===== src/rtl/vmem_pkg.sv =====
// Shared definitions for the vector-load path into the CPU data memory.
// Holds the lane count, the dmem depth, the sequencer state encoding and
// the address range check used by the address generator.
package vmem_pkg;

    localparam int LANES      = 4;
    localparam int DMEM_DEPTH = 1024;

    typedef enum logic [1:0] {
        IDLE  = 2'd0,
        ISSUE = 2'd1,
        DONE  = 2'd2
    } vls_state_t;

    // A word address is usable only if it falls inside the 1024-word dmem.
    function automatic logic dmem_in_range(input logic [31:0] addr);
        return (addr < 32'(DMEM_DEPTH));
    endfunction

endpackage


===== src/rtl/vload_agu.sv =====
// Address generator for the vector-load sequencer.
// Keeps a registered lane-0 address that advances by 4*stride per beat and
// derives lanes 1..3 by adding 1/2/3 x stride, so the dmem addresses depend
// only on registered state.
// Ports:
//   clk, rst      clock, async active-high reset
//   load          command accepted: latch base and stride
//   base, stride  command operands
//   issue         sequencer is in ISSUE (advance after this beat)
//   beat          current beat number
//   len_eff       latched effective element count
//   addr          per-lane dmem address (0 when inactive or out of range)
//   act           lane serves an element below len_eff
//   inr           lane address lies inside dmem
module vload_agu
    import vmem_pkg::*;
#(
    parameter int DW = 32,
    parameter int BW = 3,
    parameter int LW = 5
) (
    input  logic                         clk,
    input  logic                         rst,
    input  logic                         load,
    input  logic [DW-1:0]                base,
    input  logic [DW-1:0]                stride,
    input  logic                         issue,
    input  logic [BW-1:0]                beat,
    input  logic [LW-1:0]                len_eff,
    output logic [LANES-1:0][DW-1:0]     addr,
    output logic [LANES-1:0]             act,
    output logic [LANES-1:0]             inr
);

    logic [DW-1:0] acc;
    logic [DW-1:0] stride_r;
    logic [DW-1:0] raw [LANES];

    // Lane-0 address accumulator and latched stride.
    always_ff @(posedge clk or posedge rst) begin
        if (rst) begin
            acc      <= '0;
            stride_r <= '0;
        end else if (load) begin
            acc      <= base;
            stride_r <= stride;
        end else if (issue) begin
            acc <= acc + (stride_r << 2);
        end
    end

    // Per-lane address, activity and range masks for the current beat.
    always_comb begin
        for (int i = 0; i < LANES; i++) begin
            raw[i]  = acc + (stride_r * DW'(i));
            act[i]  = issue && ((32'(beat) * 32'(LANES) + 32'(i)) < 32'(len_eff));
            inr[i]  = dmem_in_range(32'(raw[i]));
            if (act[i] && inr[i]) begin
                addr[i] = raw[i];
            end else begin
                addr[i] = '0;
            end
        end
    end

endmodule


===== src/rtl/vload_seq.sv =====
// Vector-load sequencer: gathers a strided vector of up to VLEN_MAX words
// from the four combinational dmem read ports into a flat result register.
// Ports:
//   clk, rst             clock, async active-high reset
//   start                command strobe (taken only in IDLE)
//   base, stride, len    command: element-0 address, word stride, count
//   addr1..addr4         dmem read addresses, lanes 0..3
//   rdata1..rdata4       dmem read data, same cycle as address
//   vdata                result, element k at [k*DW +: DW]
//   busy                 high while issuing beats
//   done                 one-cycle completion pulse
//   err                  sticky fault (len too big or out-of-range address)
module vload_seq
    import vmem_pkg::*;
#(
    parameter int VLEN_MAX = 16,
    parameter int DW       = 32
) (
    input  logic                       clk,
    input  logic                       rst,
    input  logic                       start,
    input  logic [DW-1:0]              base,
    input  logic [DW-1:0]              stride,
    input  logic [$clog2(VLEN_MAX):0]  len,
    output logic [DW-1:0]              addr1,
    output logic [DW-1:0]              addr2,
    output logic [DW-1:0]              addr3,
    output logic [DW-1:0]              addr4,
    input  logic [DW-1:0]              rdata1,
    input  logic [DW-1:0]              rdata2,
    input  logic [DW-1:0]              rdata3,
    input  logic [DW-1:0]              rdata4,
    output logic [VLEN_MAX*DW-1:0]     vdata,
    output logic                       busy,
    output logic                       done,
    output logic                       err
);

    localparam int LW = $clog2(VLEN_MAX) + 1;
    localparam int BW = $clog2(VLEN_MAX / LANES) + 1;
    localparam int EW = $clog2(VLEN_MAX);

    vls_state_t                 state;
    logic [BW-1:0]              beat;
    logic [LW-1:0]              len_r;
    logic [LW-1:0]              len_eff;
    logic                       len_big;
    logic                       accept;
    logic                       issue;
    logic                       last_beat;
    logic [DW-1:0]              elem [VLEN_MAX];
    logic [LANES-1:0][DW-1:0]   lane_addr;
    logic [LANES-1:0][DW-1:0]   rd;
    logic [LANES-1:0]           act;
    logic [LANES-1:0]           inr;

    assign accept = (state == IDLE) && start;
    assign issue  = (state == ISSUE);
    assign rd     = {rdata4, rdata3, rdata2, rdata1};
    assign addr1  = lane_addr[0];
    assign addr2  = lane_addr[1];
    assign addr3  = lane_addr[2];
    assign addr4  = lane_addr[3];

    for (genvar k = 0; k < VLEN_MAX; k++) begin : g_flat
        assign vdata[k*DW +: DW] = elem[k];
    end

    // Length clamp and last-beat detection.
    always_comb begin
        len_big   = (len > LW'(VLEN_MAX));
        len_eff   = len;
        if (len_big) begin
            len_eff = LW'(VLEN_MAX);
        end else begin
            len_eff = len;
        end
        last_beat = ((32'(beat) + 32'd1) * 32'(LANES)) >= 32'(len_r);
    end

    vload_agu #(
        .DW (DW),
        .BW (BW),
        .LW (LW)
    ) u_agu (
        .clk     (clk),
        .rst     (rst),
        .load    (accept),
        .base    (base),
        .stride  (stride),
        .issue   (issue),
        .beat    (beat),
        .len_eff (len_r),
        .addr    (lane_addr),
        .act     (act),
        .inr     (inr)
    );

    // Sequencer FSM with registered status outputs and element capture.
    always_ff @(posedge clk or posedge rst) begin
        if (rst) begin
            state <= IDLE;
            beat  <= '0;
            len_r <= '0;
            busy  <= 1'b0;
            done  <= 1'b0;
            err   <= 1'b0;
            for (int k = 0; k < VLEN_MAX; k++) begin
                elem[k] <= '0;
            end
        end else begin
            case (state)
                IDLE: begin
                    if (start) begin
                        len_r <= len_eff;
                        beat  <= '0;
                        err   <= len_big;
                        for (int k = 0; k < VLEN_MAX; k++) begin
                            elem[k] <= '0;
                        end
                        if (len_eff == '0) begin
                            state <= DONE;
                            done  <= 1'b1;
                        end else begin
                            state <= ISSUE;
                            busy  <= 1'b1;
                        end
                    end
                end
                ISSUE: begin
                    // Out-of-range lanes store zero and flag the fault.
                    for (int i = 0; i < LANES; i++) begin
                        if (act[i]) begin
                            elem[EW'(32'(beat) * 32'(LANES) + 32'(i))] <= inr[i] ? rd[i] : '0;
                            if (!inr[i]) begin
                                err <= 1'b1;
                            end
                        end
                    end
                    beat <= beat + BW'(1);
                    if (last_beat) begin
                        state <= DONE;
                        busy  <= 1'b0;
                        done  <= 1'b1;
                    end
                end
                DONE: begin
                    state <= IDLE;
                    done  <= 1'b0;
                end
                default: begin
                    state <= IDLE;
                    busy  <= 1'b0;
                    done  <= 1'b0;
                end
            endcase
        end
    end

endmodule

===== config.mk =====
export PLATFORM = sky130hd
export DESIGN_NAME = vload_seq
export DESIGN_NICKNAME = d
export VERILOG_FILES = /design/src/rtl/vmem_pkg.sv /design/src/rtl/vload_agu.sv /design/src/rtl/vload_seq.sv
export SDC_FILE = /design/constraint.sdc
export NUM_CORES = 2
export LEC_CHECK = 0
export ABC_AREA = 1
export BUFFER_PORTS_ARGS = -buffer_cell sky130_fd_sc_hd__buf_2
export CAP_MARGIN = 20
export CORE_AREA = 2 2 327 329
export DETAILED_ROUTE_END_ITERATION = 10
export DIE_AREA = 0 0 329 331
export GPL_TIMING_DRIVEN = 1
export PLACE_DENSITY_LB_ADDON = 0.12
export SETUP_SLACK_MARGIN = 0.02
export SKIP_CTS_REPAIR_TIMING = 1
export SYNTH_ARGS = -nofsm -noshare
export SYNTH_HDL_FRONTEND = slang
export SYNTH_SLANG_ARGS = --single-unit

===== constraint.sdc =====
create_clock -name clk -period 59 [get_ports clk]
set_input_delay 11.8 -clock clk [delete_from_list [all_inputs] [get_ports clk]]
set_output_delay 11.8 -clock clk [all_outputs]
set_load 0.1 [all_outputs]

==> results.toml <==
[cells_and_area]
instances_no_fill = 6643
nets = 5558
post-route-util_pct = 39.5
nFillCells = 11223
drive_above_1_share_pct = 19.3
area_delta_synth_final_pct = 21.2
multi_input_area_um2 = 16800
regArea_um2 = 14700

[worst_setup_path]
crit_path_end_kind = "primary output"
r2r_cells = 21
worstSetupPathType = "flop to primary output"
cp-start-kind = "flop"
crit-reg2reg-launch = "u_agu.stride_r[1]"
r2r_end = "vdata[381]"
cp.arrival_ps = 4820
worst-path-max-fanout = 10
critPathRequiredTime_ps = 47200
ff2ff_setup_slack_ps = 53830

[drt]
remaining_drc_errors = 0
viasPerCell = 4.97
drtPass1Iterations = 8
ant_nets = 0
wl_per_cell_um = 23.5
routed_wl_um = 156000
dr_total_vias = 33011
drt_iter0_markers = 2592

[floorplanning]
dieArea_um2 = 109000
core-area_um2 = 105000
start_util_pct = 32.6
die_w_um = 329
io_pins = 843
row_count = 119
die_h_um = 331

[placement]
gp_congestion = 0.971
portBuffers = 754
place_inst = 6510
dp_slack_ps = 43040
hpwlAfterDp_um = 118000

[grt]
grt_pass1_vias = 31515
grt_first_pass_wirelength_um = 223000
antenna_found_initial = 21
grt_overflow = 0
grt_max_degree = 169
track_usage_pct = 27.7

[power_and_ir_drop]
power.density_nw_per_um2 = 59.5
vdd_ir_drop_max_mv = 0.0352
leakagePower_nw = 24.1
finalPower_mw = 2.47

[sta]
drv_slew = 0
setup_ws_ps = 42380
fin_worst_skew_ps = 25.8
fmax_ghz = 0.0602
fin_crit_sh_pct = 28.2
max_slew_margin_pct = 24.5
rsz0062_at_grt = "false"
tightestPinTransition_ps = 1130
hold_violations = 0
tns_ps = 0
post-route-min-period_ps = 16620
setup_viol = 0

[yosys]
synth_seq_cells = 589
synthFlopType = "dfrtp_1"
synth-async-reset-ratio_pct = 100
synth.avg_cell_area_um2 = 7.62
synth_top_area_share_pct = 43.1
yosysWarnings = 0
synthTopCellsByCount = "1599 x nand2_1, 658 x o21ai_0, 589 x dfrtp_1"
ys_top_cells_by_area = "dfrtp_1 43%, nand2_1 18%, o21ai_0 9.6%"
syn-cell-area_um2 = 34200
synthCells = 4495
seq_area_frac_synth_pct = 43.1
ys_types = 53
yosysMostFrequentCell = "nand2_1"
yosysTopAreaCell = "dfrtp_1"
synth_edf_count = 0

[worst_hold_path]
min-delay-start = "vdata[502]"
min_path_cells = 2
worst_hold_path.endpoint = "vdata[502]"
min_path_type = "flop to flop"

[clock_tree]
cts_buffer_depth = 3
cts_tree = "built"
path_clk_slew_ps = 60
htree_levels = 3
root_buffer = "clkbuf_16"
clock-sinks = 589
clk_latency_ps = 640
cts_buffers = 72

[run_status]
status = "complete, no violations"

[flow_run]
cap_violations = 0
==> worst max-delay path: stages, from the launching register on <==
cell and delay (ps):
dfrtp_1 470, ha_1 310, inv_1 80, fa_1 400, inv_1 120, nand3_1 70
nand3_1 150, nand2_1 70, nand2_1 130, nand2_1 160, nand4_1 130, nand2_1 60
nor2_1 160, nand2_1 90, nor2_2 200, nand4_1 740, nor2_1 340, buf_2 470
==> cell families (layout without fill, tap and decap cells) <==
logic type,after synthesis,count (layout),share of synthesized area [%]
compound gates,857,857,13.0
xor+xnor,66,66,1.69
fa+ha+maj,165,165,6.78
buf+inv,708,1372,9.04
flops,589,589,43.1
other cells,1,94,0.0110
simple gates,2109,2109,26.4
==> area by class of cell <==
type	instances	area share, %
Clock buffer	102	4.95
Inverter	448	4.08
Tap cell	1391	4.19
Timing Repair Buffer	797	9.90
Antenna cell	6	0.0362
Clock inverter	25	0.832
Multi-Input combinational cell	3285	40.5
Sequential cell	589	35.5
==> state kept, by name (all words and copies together) (netlist names) <==
| register | cells |
|---|---|
| vdata | 512 |
| u_agu.acc | 32 |
| u_agu.stride_r | 32 |
| err | 1 |
| len_r | 5 |
| busy | 1 |
| state | 2 |
| beat | 3 |
| done | 1 |
==> layout by cell type, fill, tap and decap left out, drive strengths merged, types with 39 or more instances in the layout <==
master / instances
nand2: 1602
buf: 797
o21ai: 688
dfrtp: 589
inv: 449
nor2: 323
ha: 131
a21oi: 108
nand3: 108
clkbuf: 102
conb: 88
xnor2: 39
==> report_power, final <==
| group | internal (mW) | switching [mW] | total, mW | leakage (nW) |
|---|---|---|---|---|
| sequential | 0.431 | 0.0762 | 0.507 | 8.10 |
| combinational | 0.427 | 1.08 | 1.50 | 14.9 |
| clock | 0.270 | 0.189 | 0.459 | 1.17 |
| total | 1.13 | 1.34 | 2.47 | 24.1 |
==> worst max-delay path by stage <==
stage	start	end	slack (ps)
2_1_floorplan	rst	beat[0]	30720
3_3_place_gp	u_agu.stride_r[16]	addr4[6]	43050
3_5_place_dp	u_agu.stride_r[0]	addr3[4]	43040
4_1_cts	u_agu.stride_r[0]	addr3[4]	42320
5_1_grt	u_agu.stride_r[1]	addr4[1]	41930
6_report	u_agu.acc[1]	addr3[5]	42380
==> routing by layer <==
metal | vias to the layer above | track usage (%) | wire [um]
li1 | 15527 | - | -
met1 | 15892 | 37.1 | 66800
met2 | 1317 | 43.8 | 70500
met3 | 255 | 6.43 | 12400
met4 | 20 | 9.97 | 6110
met5 | - | 0 | 128
==> metrics by stage <==
step,area [um2],hold WS (ps)
after global placement,39100,458
after floorplan,34600,498
after detailed placement,39100,460
after CTS,41500,477
final,41500,472
after global routing,41500,489
No activity file was read; power rests on OpenSTA's default activity.
